==> config.mk <==
export PLATFORM = sky130hd
export DESIGN_NAME = reg_writeback
export DESIGN_NICKNAME = d
export VERILOG_FILES = /design/src/rtl/wb_pkg.sv /design/src/rtl/wb_fwd_match.sv /design/src/rtl/reg_writeback.sv
export SDC_FILE = /design/constraint.sdc
export NUM_CORES = 1
export LEC_CHECK = 0
export ABC_AREA = 1
export BUFFER_PORTS_ARGS = -buffer_cell sky130_fd_sc_hd__buf_4
export CAP_MARGIN = 25
export CORE_ASPECT_RATIO = 0.5
export CORE_MARGIN = 2
export CORE_UTILIZATION = 45
export DETAILED_ROUTE_END_ITERATION = 8
export GPL_TIMING_DRIVEN = 1
export HOLD_SLACK_MARGIN = 0.06
export PLACE_DENSITY = 0.69
export SETUP_SLACK_MARGIN = 0.02
export SLEW_MARGIN = 25
export SYNTH_ARGS = -nofsm -noshare
export SYNTH_HDL_FRONTEND = slang
export SYNTH_HIERARCHICAL = 1
export SYNTH_SLANG_ARGS = --single-unit
==> constraint.sdc <==
create_clock -name clk -period 6.6 [get_ports clk]
set_input_delay 0.66 -clock clk [delete_from_list [all_inputs] [get_ports clk]]
set_output_delay 0.66 -clock clk [all_outputs]
set_load 0.01 [all_outputs]
==> src/rtl/wb_pkg.sv <==
// wb_pkg: shared types and default sizing for the writeback sequencer.
//   wb_entry_t : one queued register-file write (destination + data)
//   DW, AW     : default data / register-address widths
//   NUM_REGS   : implemented registers; higher addresses are illegal
//   DEPTH      : default writeback queue depth
package wb_pkg;

    localparam int DW       = 8;
    localparam int AW       = 4;
    localparam int NUM_REGS = 12;
    localparam int DEPTH    = 4;

    typedef struct packed {
        logic [AW-1:0] dest;
        logic [DW-1:0] data;
    } wb_entry_t;

endpackage

==> src/rtl/wb_fwd_match.sv <==
// wb_fwd_match: youngest-match search over the occupied part of the
// writeback queue for one read address.
//   entries : queue storage (circular)
//   head    : index of the oldest occupied entry
//   count   : number of occupied entries
//   addr    : register address being read
//   hit     : some occupied entry targets addr
//   data    : data of the youngest matching entry, 0 on miss
module wb_fwd_match #(
    parameter int DEPTH = wb_pkg::DEPTH,
    parameter int DW    = wb_pkg::DW,
    parameter int AW    = wb_pkg::AW
) (
    input  wb_pkg::wb_entry_t          entries [DEPTH],
    input  logic [$clog2(DEPTH)-1:0]   head,
    input  logic [$clog2(DEPTH):0]     count,
    input  logic [AW-1:0]              addr,
    output logic                       hit,
    output logic [DW-1:0]              data
);
    import wb_pkg::*;

    localparam int PW = $clog2(DEPTH);
    localparam int CW = PW + 1;

    wb_entry_t e;

    // Walk oldest to youngest so a later match overwrites an earlier one.
    always_comb begin
        hit  = 1'b0;
        data = '0;
        e    = '0;
        for (int i = 0; i < DEPTH; i++) begin
            e = entries[head + PW'(i)];
            if ((CW'(i) < count) && (e.dest == addr)) begin
                hit  = 1'b1;
                data = e.data;
            end
        end
    end

endmodule

==> src/rtl/reg_writeback.sv <==
// reg_writeback: sole driver of the register-file write port. Accepts
// results from the load path (mem_*) and the ALU path (alu_*), queues them
// in program order (load older than ALU when both arrive together) and
// drains one entry per cycle onto RegWrite/destination/write_data.
// Queued-but-unwritten values are forwarded to two read ports (A/B),
// youngest match first.
//   clk, Reset              : clock, synchronous active-high reset
//   mem_valid/dest/data     : load result, mem_ready acknowledges
//   alu_valid/dest/data     : ALU result, alu_ready acknowledges
//   RegWrite/destination/write_data : register file write port
//   fwd_addrA/B -> fwd_hitA/B, fwd_dataA/B : forwarding lookups
//   count                   : occupied queue entries
//   dest_err                : sticky, an illegal destination was dropped
module reg_writeback #(
    parameter int DEPTH    = wb_pkg::DEPTH,
    parameter int DW       = wb_pkg::DW,
    parameter int AW       = wb_pkg::AW,
    parameter int NUM_REGS = wb_pkg::NUM_REGS
) (
    input  logic                     clk,
    input  logic                     Reset,
    input  logic                     mem_valid,
    input  logic [AW-1:0]            mem_dest,
    input  logic [DW-1:0]            mem_data,
    output logic                     mem_ready,
    input  logic                     alu_valid,
    input  logic [AW-1:0]            alu_dest,
    input  logic [DW-1:0]            alu_data,
    output logic                     alu_ready,
    output logic                     RegWrite,
    output logic [AW-1:0]            destination,
    output logic [DW-1:0]            write_data,
    input  logic [AW-1:0]            fwd_addrA,
    input  logic [AW-1:0]            fwd_addrB,
    output logic                     fwd_hitA,
    output logic                     fwd_hitB,
    output logic [DW-1:0]            fwd_dataA,
    output logic [DW-1:0]            fwd_dataB,
    output logic [$clog2(DEPTH):0]   count,
    output logic                     dest_err
);
    import wb_pkg::*;

    localparam int PW = $clog2(DEPTH);
    localparam int CW = PW + 1;

    wb_entry_t      entries [DEPTH];
    logic [PW-1:0]  head;
    logic [PW-1:0]  tail;
    logic [CW-1:0]  cnt;
    logic           err;

    logic mem_fire, alu_fire;
    logic mem_push, alu_push;
    logic pop;

    function automatic logic dest_legal(input logic [AW-1:0] d);
        return int'(d) < NUM_REGS;
    endfunction

    // Acceptance looks only at the start-of-cycle occupancy; the entry
    // draining this cycle does not make room until the next one.
    always_comb begin
        mem_ready = (cnt <= CW'(DEPTH - 1));
        mem_fire  = mem_valid & mem_ready;
        alu_ready = ((cnt + CW'(mem_fire)) <= CW'(DEPTH - 1));
        alu_fire  = alu_valid & alu_ready;
        // Illegal destinations complete the handshake but are not queued.
        mem_push  = mem_fire & dest_legal(mem_dest);
        alu_push  = alu_fire & dest_legal(alu_dest);
        pop       = (cnt != '0);
    end

    // Write port is a pure function of registered state.
    always_comb begin
        RegWrite    = pop;
        destination = pop ? entries[head].dest : '0;
        write_data  = pop ? entries[head].data : '0;
    end

    assign count    = cnt;
    assign dest_err = err;

    // Queue control: pointers, occupancy and the sticky error flag.
    always_ff @(posedge clk) begin
        if (Reset) begin
            head <= '0;
            tail <= '0;
            cnt  <= '0;
            err  <= 1'b0;
        end else begin
            if (pop)
                head <= head + PW'(1);
            tail <= tail + PW'(mem_push) + PW'(alu_push);
            cnt  <= cnt + CW'(mem_push) + CW'(alu_push) - CW'(pop);
            if ((mem_fire & ~dest_legal(mem_dest)) | (alu_fire & ~dest_legal(alu_dest)))
                err <= 1'b1;
        end
    end

    // Queue storage: the load result takes the first free slot, the ALU
    // result the one after it when both are pushed together.
    always_ff @(posedge clk) begin
        if (mem_push)
            entries[tail] <= '{dest: mem_dest, data: mem_data};
        if (alu_push)
            entries[tail + PW'(mem_push)] <= '{dest: alu_dest, data: alu_data};
    end

    wb_fwd_match #(.DEPTH(DEPTH), .DW(DW), .AW(AW)) u_fwd_a (
        .entries (entries),
        .head    (head),
        .count   (cnt),
        .addr    (fwd_addrA),
        .hit     (fwd_hitA),
        .data    (fwd_dataA)
    );

    wb_fwd_match #(.DEPTH(DEPTH), .DW(DW), .AW(AW)) u_fwd_b (
        .entries (entries),
        .head    (head),
        .count   (cnt),
        .addr    (fwd_addrB),
        .hit     (fwd_hitB),
        .data    (fwd_dataB)
    );

endmodule

; Word-level counts from Yosys, hierarchy flattened
; Cells that the tools add are included.
; W data, S select, Z words.
[classes]
addsub = 9
magnitude_cmp = 16
eq_ne = 8
mux = 38
bitwise = 15
n_reduce_logical = 11
[ops]
columns = cell, count
row1 = $mux W12, 10
row2 = $bmux W12 S2, 4
row3 = $bwmux W48, 2
row4 = $mux W48, 2
row5 = $mux W8, 9
row6 = $demux W12 S2, 2
row7 = $eq A4 B4 Y1, 8
row8 = $ge A3 B3 Y1 const B, 6
row9 = $not A2 Y3, 6
row10 = $logic_and A1 B1 Y1, 10
row11 = $add A3 B1 Y3, 3
row12 = $lt A4 B4 Y1 const B, 2
row13 = $mux W1, 8
row14 = $and A1 B1 Y1, 6
row15 = $le A3 B2 Y1 const B, 2
row16 = $lt A1 B3 Y1 const A, 2
row17 = $lt A2 B3 Y1 const A, 2
row18 = $lt A3 B1 Y1 const B, 2
row19 = $add A2 B1 Y2, 2
row20 = $add A2 B2 Y2 const B, 2
row21 = $mux W4, 1
row22 = $reduce_bool A3 Y1, 1
row23 = $sub A3 B1 Y3, 1
row24 = $add A2 B1 Y2 const B, 1
row25 = other kinds (2), 3
[totals]
register_bits = 56
in_bits = 36
out_inout_bits = 37
elab_cells = 109

; Longest topological paths before layout
; Gate-level depths: netlist of the first run.
[logic_depth]
word_depth = 11
mapped_depth = 19

; Cells and area by module
; Netlist of the first run, hierarchy kept.
[modules_own_cells]
columns = mod, instances, cells_per_inst, area_each_um2, seq_area_each_um2
row1 = wb_fwd_match, 2, 418, 1926.8, 0.0
row2 = reg_writeback, 1, 571, 3656.0, 1121.1

; Worst setup path before layout of the first run
; Ideal clock, no wire load.
[synth_timing]
kind = reg2reg
start = register cnt[2] (netlist: count[2])
end = register cnt[1] (netlist: count[1])
setup_ns = 0.124
arrival_time_ns = 2.968
setup_slack_ns = 3.508
stages_incl_launch_ff = 19
period_less_slack_ns = 3.092
cell_sequence = dfxtp_1 > inv_2 > ha_1 > nand3_1 > nand3_1 > inv_1 > ha_1 > ha_1 > nand2_1 > nand2_4 > nand2_2 > nor2_8 > buf_2 > inv_1 > fa_1 > inv_1 > fa_1 > inv_1 > nor2_1
[synth_via]
elab_chain_cells = 8
[synth_lines]
columns = item, line_no
row1 = start: declaration, reg_writeback.sv:50  ; logic [CW-1:0] cnt;
row2 = start signal: assignment, reg_writeback.sv:95  ; cnt <= cnt + CW'(mem_push) + CW'(alu_push) - CW'(pop);
row3 = $le A3 B2 Y1, reg_writeback.sv:64  ; mem_ready = (cnt <= CW'(DEPTH - 1));
row4 = $and A1 B1 Y1, reg_writeback.sv:65  ; mem_fire = mem_valid & mem_ready;
row5 = $add A3 B1 Y3 *, reg_writeback.sv:66  ; alu_ready = ((cnt + CW'(mem_fire)) <= CW'(DEPTH - 1));
row6 = $le A3 B2 Y1 *, reg_writeback.sv:66
row7 = via alu_ready, reg_writeback.sv:29  ; output logic alu_ready,
row8 = $and A1 B1 Y1 *, reg_writeback.sv:67  ; alu_fire = alu_valid & alu_ready;
row9 = $and A1 B1 Y1 *, reg_writeback.sv:70  ; alu_push = alu_fire & dest_legal(alu_dest);
row10 = $add A3 B1 Y3 *, reg_writeback.sv:95
row11 = $sub A3 B1 Y3 *, reg_writeback.sv:95
; Mark *: on every way through the listed nets, which the timed path passes. The rest lies on a longest branch.
; A chain may end at the register's enable or synchronous reset.

; Final worst setup path of the first run
[layout_timing]
start = register cnt[2] (netlist: count[2])
end = register entries[38] (netlist name)
[layout_via]
elab_chain_cells = 11
[layout_lines]
columns = item, line_no
row1 = $le A3 B2 Y1, reg_writeback.sv:64
row2 = $and A1 B1 Y1, reg_writeback.sv:65
row3 = $and A1 B1 Y1, reg_writeback.sv:69  ; mem_push = mem_fire & dest_legal(mem_dest);
row4 = $add A2 B1 Y2, reg_writeback.sv:107  ; entries[tail + PW'(mem_push)] <= '{dest: alu_dest, data: alu_data};
row5 = $not A2 Y3 (implied by the code), reg_writeback.sv:107
row6 = $ge A3 B3 Y1 (implied by the code) or $lt A3 B1 Y1 (tied branches), reg_writeback.sv:107
row7 = $logic_and A1 B1 Y1 (implied by the code), reg_writeback.sv:107
row8 = $mux W12 (implied by the code), reg_writeback.sv:107
row9 = $demux W12 S2, reg_writeback.sv:107
row10 = $bwmux W48, reg_writeback.sv:107
row11 = $mux W48 *, reg_writeback.sv:106  ; if (alu_push)
; Every way passes the cells marked *; elsewhere a longest branch is shown, timed or not.

==> reports/summary.txt, run 1 <==
Postcts setup bufs: 0
Synth Net Count: 1451
Period utilization: 63.4%
Synth warn: 6
Status: finished, final reports clean
Met2 usage: 40.2%
Max-slew headroom: 45.5%
RSZ-0062 raised after global routing: false
Mean post-synth cell area: 5.34 sq um
Sequential-to-total area share from yosys stat: 14.9%
Clk slew on worst S/H paths: 0.07 ns
N_diodes: 0
Number of DRC markers in iteration 0: 1112
Area grow syn2layout: 6.60%
RePlAce Congestion: 0.940
Hpwl dp: 18600 um
Crit path kind: reg2reg
CTS sink cnt: 56
Synthesis-stage register bit count: 56
Power per cell area: 583 nW/um^2
Synthesized instance count: 1407
GR Overflow Total: 0
Max Clk Rate: 239 MHz
Hold Slack: 0.503 ns
Crit start category: flip-flop
Distinct cells, synth: 37
Initial Util: 45.9%
Final Hold Viols: 0
Worst vdd ir: 0.216 mV
Die height: 95.3 um
CP endpoint kind: flip-flop
WL/cell: 15.1 um
Num CTS Buffers: 5
Port bufs: 72
H-tree levels: 2
Post-Route Setup TNS: 0 ns
Die width: 187 um
Worst skew pair latency: 0.29 ns
Hold Path Class: reg2reg
Largest net degree at the start of global routing: 85
GRT Overall Usage: 27.5%
Nets: 1443
Clock root buffer: clkbuf_16
Layout cell share with drive strength beyond 1: 10.7%
EDFF count, synth: 0
Slew Viols, Final: 0
Crit-path max FO: 37
Routed Antenna Nets: 0
Post-synth top flop: dfxtp_1
Ranking of synthesized cells by area: nand2_1, dfxtp_1, nand3_1, o21ai_0, inv_1
# hold bufs at CTS: 0
Number of global-route vias before repair: 7566
Leading area contributor after synthesis: nand2_1
Initial antenna violation count: 0
Worst EP arrival: 4.41 ns
Met3 GRT Util: 4.34%
Vias: 8917
Top-count cell post-synth: nand2_1
Yosys top cell area share: 24.2%
Num rows: 33
CTS tree: built
DRT Wirelength: 24600 um
First-pass GRT wire length: 39600 um
Core Region: 16400 sq um
Commonest cells post-synth: nand2_1, nand3_1, o21ai_0
Most Crowded Layer GR: met1
PostCTS Resize Cnt: 0
Filler cells: 1753
Leakage power: 0.00428 uW
Final setup fails: 0
DR vias/cell: 5.48
Final critical-path required period: 4.18 ns
Worst EP required: 6.83 ns
Met1 usage: 42.7%
Max-capacitance violation count: 0
Share of flip-flops with an asynchronous set or reset: 0%
Worst Clk Skew: 0.00753 ns
Cell area after synthesis: 7510 sq um
Deepest clock path buffer count: 2
DRC errors left: 0
DRT Pass-1 Iters: 6
Die area: 17800 sq um
I/O pins: 73
Worst-margin pin slew: 0.814 ns
==> placed cells by master (no fill, tap or decap), types with 17 or more instances in the layout <==
master and count:
nand2_1 484, nand3_1 171, o21ai_0 159, inv_1 151, nor2_1 107, buf_4 76, nand4_1 56, dfxtp_1 55
a21oi_1 38, nand2_2 17
==> per-layer routing <==
metal	share of wire, %	up-vias	routed length (um)
met2	39	410	9700
met3	11	22	2650
li1	-	4494	-
met5	0	-	0
met4	0.68	0	167
met1	49	3991	12100
==> kinds of logic after synthesis <==
kind of cell / count (synthesis) / synth area share (%)
AO/OA/AOI/OAI: 205 / 13.8
XOR/XNOR: 7 / 1.12
adder cells (fa/ha/maj): 8 / 1.53
buffers and inverters: 250 / 15.4
flip-flops: 56 / 14.9
AND/OR/NAND/NOR: 881 / 53.2
==> cell type report <==
class / instances / area [sq um] / share of cell area, %
multi-input combinational: 1101 / 5240 / 65.4
sequential: 56 / 1120 / 14.1
inverter: 159 / 602 / 7.52
timing repair buffer: 76 / 571 / 7.13
tap: 227 / 284 / 3.55
clock buffer: 6 / 129 / 1.61
clock inverter: 2 / 60.1 / 0.750
==> registers in the layout (all words and copies together) (netlist names) <==
register	count
count	3
dest_err	1
entries	48
head	2
tail	2
==> per-stage QoR <==
step                      instances  instance area [sq um]  power [uW]  worst slack (ns)  util [%]
after CTS                      1627                   8010        4600              2.45      49.0
after global placement         1619                   7820        4180              2.58      47.8
after global routing           1627                   8010        5170              2.13      49.0
final                          1627                   8010        4670              2.42      49.0
after floorplan                1407                   7510        3420              3.51         -
after detailed placement       1619                   7820        4250              2.42      47.8
==> where the power goes <==
| part | internal (uW) | leakage, uW | switching, uW | total [uW] |
|---|---|---|---|---|
| clock network | 218 | 0.0000911 | 126 | 344 |
| logic | 1140 | 0.00372 | 2230 | 3380 |
| registers | 514 | 0.000470 | 433 | 947 |
| total | 1880 | 0.00428 | 2790 | 4670 |
==> worst paths after layout <==
check | start | end | slack, ns | cells past startpoint
setup reg to reg | count[2] | entries[38] | 2.42 | 10
setup / recovery | count[2] | entries[38] | 2.42 | 10
hold / removal | dest_err | dest_err | 0.50 | 2
hold reg to reg | dest_err | dest_err | 0.50 | 2
==> critical path, cell delays in order (launching register included) <==
cell      delay [ns]
dfxtp_1         0.68
inv_2           0.13
ha_1            0.23
nand3_1         0.08
nand3_1         0.15
nor2_4          0.60
ha_1            0.64
clkinv_1        0.84
nand3_2         0.54
nand3_1         0.13
nand2_1         0.08
No activity file was read; power rests on OpenSTA's default activity.
==> run 2: changes to the inputs <==
ABC_AREA = 0   (was 1)
PLACE_DENSITY = 0.7   (was 0.69)
clock period = 4.1 ns   (was 6.6 ns; I/O delays follow)
==> run 2 against run 1 <==
Compared with the run above:
- count of clock-buffer cells in the layout down 1
- cell count fell by 43%
- critical path depth fell by 4
- global-route usage is 2.7 points lower
- combinational power is 25% higher
- synthesized area shrank 20%
- clock skew hardly changed
- hold slack worse by 0.18 ns
- cell area is 16% lower
- routed wire length fell by 27%
==> reports/summary.txt, run 2 <==
Status: finished, final reports clean (unchanged)
Synth Area in Simple Gates: 21.1% (was 53.2%)
Cell area after synthesis: 6040 sq um (was 7510 sq um)
Yosys top cell area share: 18.6% (was 24.2%)
Max-slew headroom: 48.4% (was 45.5%)
Final critical-path required period: 3.69 ns
Combinational Power Share: 67.8% (was 72.3%)
Power per cell area: 925 nW/um^2 (was 583 nW/um^2)
Vias: 5831 (was 8917)
RePlAce Congestion: 0.857 (was 0.940)
CP Launch Point: head[0] (was count[2])
Adder-cell share of the synthesized area: 1.91% (was 1.53%)
Period utilization: 90.0%
Leakage power: 0.00269 uW (was 0.00428 uW)
Synth warn: 6 (unchanged)
I/O pins: 73 (unchanged)
Port bufs: 72 (unchanged)
Post-Route Setup TNS: 0 ns (unchanged)
Sequential-to-total area share from yosys stat: 18.6% (was 14.9%)
Hold Slack: 0.321 ns (was 0.503 ns)
Die area: 14400 sq um (was 17800 sq um)
Most common cell after layout, fill and taps aside: nand2_1 (unchanged)
Max-capacitance violation count: 0 (unchanged)
DRC errors left: 0 (unchanged)
EDFF count, synth: 0 (unchanged)
Hpwl dp: 12400 um (was 18600 um)
Synth Net Count: 752 (was 1451)
Synth Area in Compound Gates: 15.7% (was 13.8%)
Num rows: 29 (was 33)
Reg area: 1130 sq um (was 1120 sq um)
First-pass GRT wire length: 28700 um (was 39600 um)
Layout cell share with drive strength beyond 1: 18.5% (was 10.7%)
DRT Wirelength: 18000 um (was 24600 um)
Worst Clk Skew: 0.00757 ns (was 0.00753 ns)
Share of flip-flops with an asynchronous set or reset: 0% (unchanged)
Hold wc startpoint: Reset (was dest_err)
Worst skew pair latency: 0.31 ns (was 0.29 ns)
Post-synth top flop: dfxtp_1 (unchanged)
Worst EP arrival: 3.28 ns (was 4.41 ns)
Clk slew on worst S/H paths: 0.08 ns (was 0.07 ns)
Slew Viols, Final: 0 (unchanged)
Number of global-route vias before repair: 5146 (was 7566)
Number of DRC markers in iteration 0: 755 (was 1112)
Clock root buffer: clkbuf_16 (unchanged)
Die height: 85.9 um (was 95.3 um)
Distinct cells, synth: 50 (was 37)
Crit-path max FO: 20 (was 37)
Worst r2r src: count[1] (was count[2])
Multi-input gate area: 4560 sq um (was 5240 sq um)
N_diodes: 0 (unchanged)
Core Region: 12900 sq um (was 16400 sq um)
Crit path kind: reg2out (was reg2reg)
CP endpoint kind: output port (was flip-flop)
CTS sink cnt: 56 (unchanged)
Initial Util: 46.9% (was 45.9%)
Worst EP required: 3.69 ns (was 6.83 ns)
Top-count cell post-synth: nand2_1 (unchanged)
H-tree levels: 2 (unchanged)
PostCTS Resize Cnt: 0 (unchanged)
Internal power: 3200 uW (was 1880 uW)
Filler cells: 1178 (was 1753)
Final setup fails: 0 (unchanged)
Clock share of power: 7.3% (was 7.4%)
Multiplexer share of the synthesized area: 31.4% (was 0%)
Reg with most FFs: entries (unchanged)
Area grow syn2layout: 11.8% (was 6.60%)
GR Overflow Total: 0 (unchanged)
Worst vdd ir: 0.490 mV (was 0.216 mV)
Num CTS Buffers: 5 (unchanged)
Deepest clock path buffer count: 2 (unchanged)
DR vias/cell: 6.33 (was 5.48)
Max FFs per register: 48 (unchanged)
Max Clk Rate: 271 MHz
Most frequent cells in the layout: nand2_1, nor2_1, buf_4 (was nand2_1, nand3_1, o21ai_0)
Mean post-synth cell area: 8.53 sq um (was 5.34 sq um)
# hold bufs at CTS: 0 (unchanged)
Worst-margin pin slew: 0.772 ns (was 0.814 ns)
Register share of total power: 24.9% (was 20.3%)
WL/cell: 19.5 um (was 15.1 um)
Crit start category: flip-flop (unchanged)
Die width: 168 um (was 187 um)
Synth Area in XOR/XNOR: 5.34% (was 1.12%)
Leading area contributor after synthesis: dfxtp_1 (was nand2_1)
Sw Share: 48.9% (was 59.8%)
Synthesis-stage register bit count: 56 (unchanged)
Nets: 794 (was 1443)
Largest net degree at the start of global routing: 67 (was 85)
Combinational family with the most area after synthesis: multiplexers (was simple AND/OR/NAND/NOR gates)
RSZ-0062 raised after global routing: false (unchanged)
Hold Path Class: in2reg (was reg2reg)
Synthesized instance count: 708 (was 1407)
DRT Pass-1 Iters: 5 (was 6)
NetSw: 3050 uW (was 2790 uW)
Initial antenna violation count: 1 (was 0)
Ranking of synthesized cells by area: dfxtp_1, mux2i_1, mux4_2, nand2_1, mux4_1 (was nand2_1, dfxtp_1, nand3_1, o21ai_0, inv_1)
GRT Overall Usage: 24.8% (was 27.5%)
CTS tree: built (unchanged)
Final Hold Viols: 0 (unchanged)
Commonest cells post-synth: nand2_1, nor2_1, mux2i_1 (was nand2_1, nand3_1, o21ai_0)
Routed Antenna Nets: 0 (unchanged)
-- run 2: cell types whose count changed after synthesis, sizes merged, moves of 17 or more --
cell	delta
nand2	-377
nand3	-181
inv	-148
o21ai	-147
mux2i	+66
a31oi	+54
nand4	-46
mux4	+44
nor2	-34
buf	-31
xnor2	+19
and2	+17
-- run 2: power by group through the flow --
stage / Sequential [uW] / Combinational [uW] / Clock (uW)
6_report: 1560 / 4230 / 456
5_1_grt: 1620 / 4610 / 486
4_1_cts: 1570 / 4130 / 456
3_5_place_dp: 1580 / 4110 / 0
3_3_place_gp: 1560 / 4030 / 0
2_1_floorplan: 1190 / 3370 / 0
-- run 2: cell type report --
class | instances | area share, %
Multi-Input combinational cell | 592 | 67.5
Clock buffer | 5 | 1.85
Tap cell | 170 | 3.15
Inverter | 9 | 0.500
Clock inverter | 3 | 0.389
Sequential cell | 56 | 16.7
Timing Repair Buffer | 86 | 9.86
-- run 2: metrics by stage --
| step | area [sq um] | utilization (%) | cells | total power, uW | worst slack, ns |
|---|---|---|---|---|---|
| floorplan | 6040 | - | 708 | 4560 | 0.918 |
| finish | 6750 | 52.4 | 921 | 6250 | 0.411 |
| detailed placement | 6570 | 51.0 | 912 | 5690 | 0.544 |
| CTS | 6730 | 52.2 | 920 | 6150 | 0.341 |
| global route | 6750 | 52.4 | 921 | 6720 | 0.191 |
| global placement | 6570 | 51.0 | 912 | 5590 | 0.581 |
-- run 2: worst max-delay path, stage by stage, from the launching register on --
cell and delay [ns]:
dfxtp_4 0.57, mux4_1 0.62, xor2_1 0.19, nor4_4 0.68, a31oi_1 0.17, a221oi_1 0.51
buf_4 0.21
-- run 2: final timing paths --
check,endpoint,cells after the start,slack (ns)
worst max-delay path,fwd_dataA[1],6,0.41
worst min-delay path,count[0],2,0.32
worst max register to register,count[1],12,0.49
worst min register to register,dest_err,2,0.53
-- run 2: cell families after synthesis --
group	count (synthesis)
multiplexers	126
AND/OR/NAND/NOR	277
adder cells (fa/ha/maj)	8
flip-flops	56
buffers and inverters	60
AO/OA/AOI/OAI	145
XOR/XNOR	36
-- run 2: repair_timing --
item                                    in CTS  in global routing
endpoints found under the setup margin       0                  1
hold endpoints to repair                     0                  0
setup buffers                                0                  1
-- run 2: routing by layer --
layer | part of all wire, % | track usage, %
met2 | 46 | 39.6
met1 | 46 | 36.6
met4 | 0.88 | 3.87
met3 | 6.7 | 3.14
met5 | 0 | 0
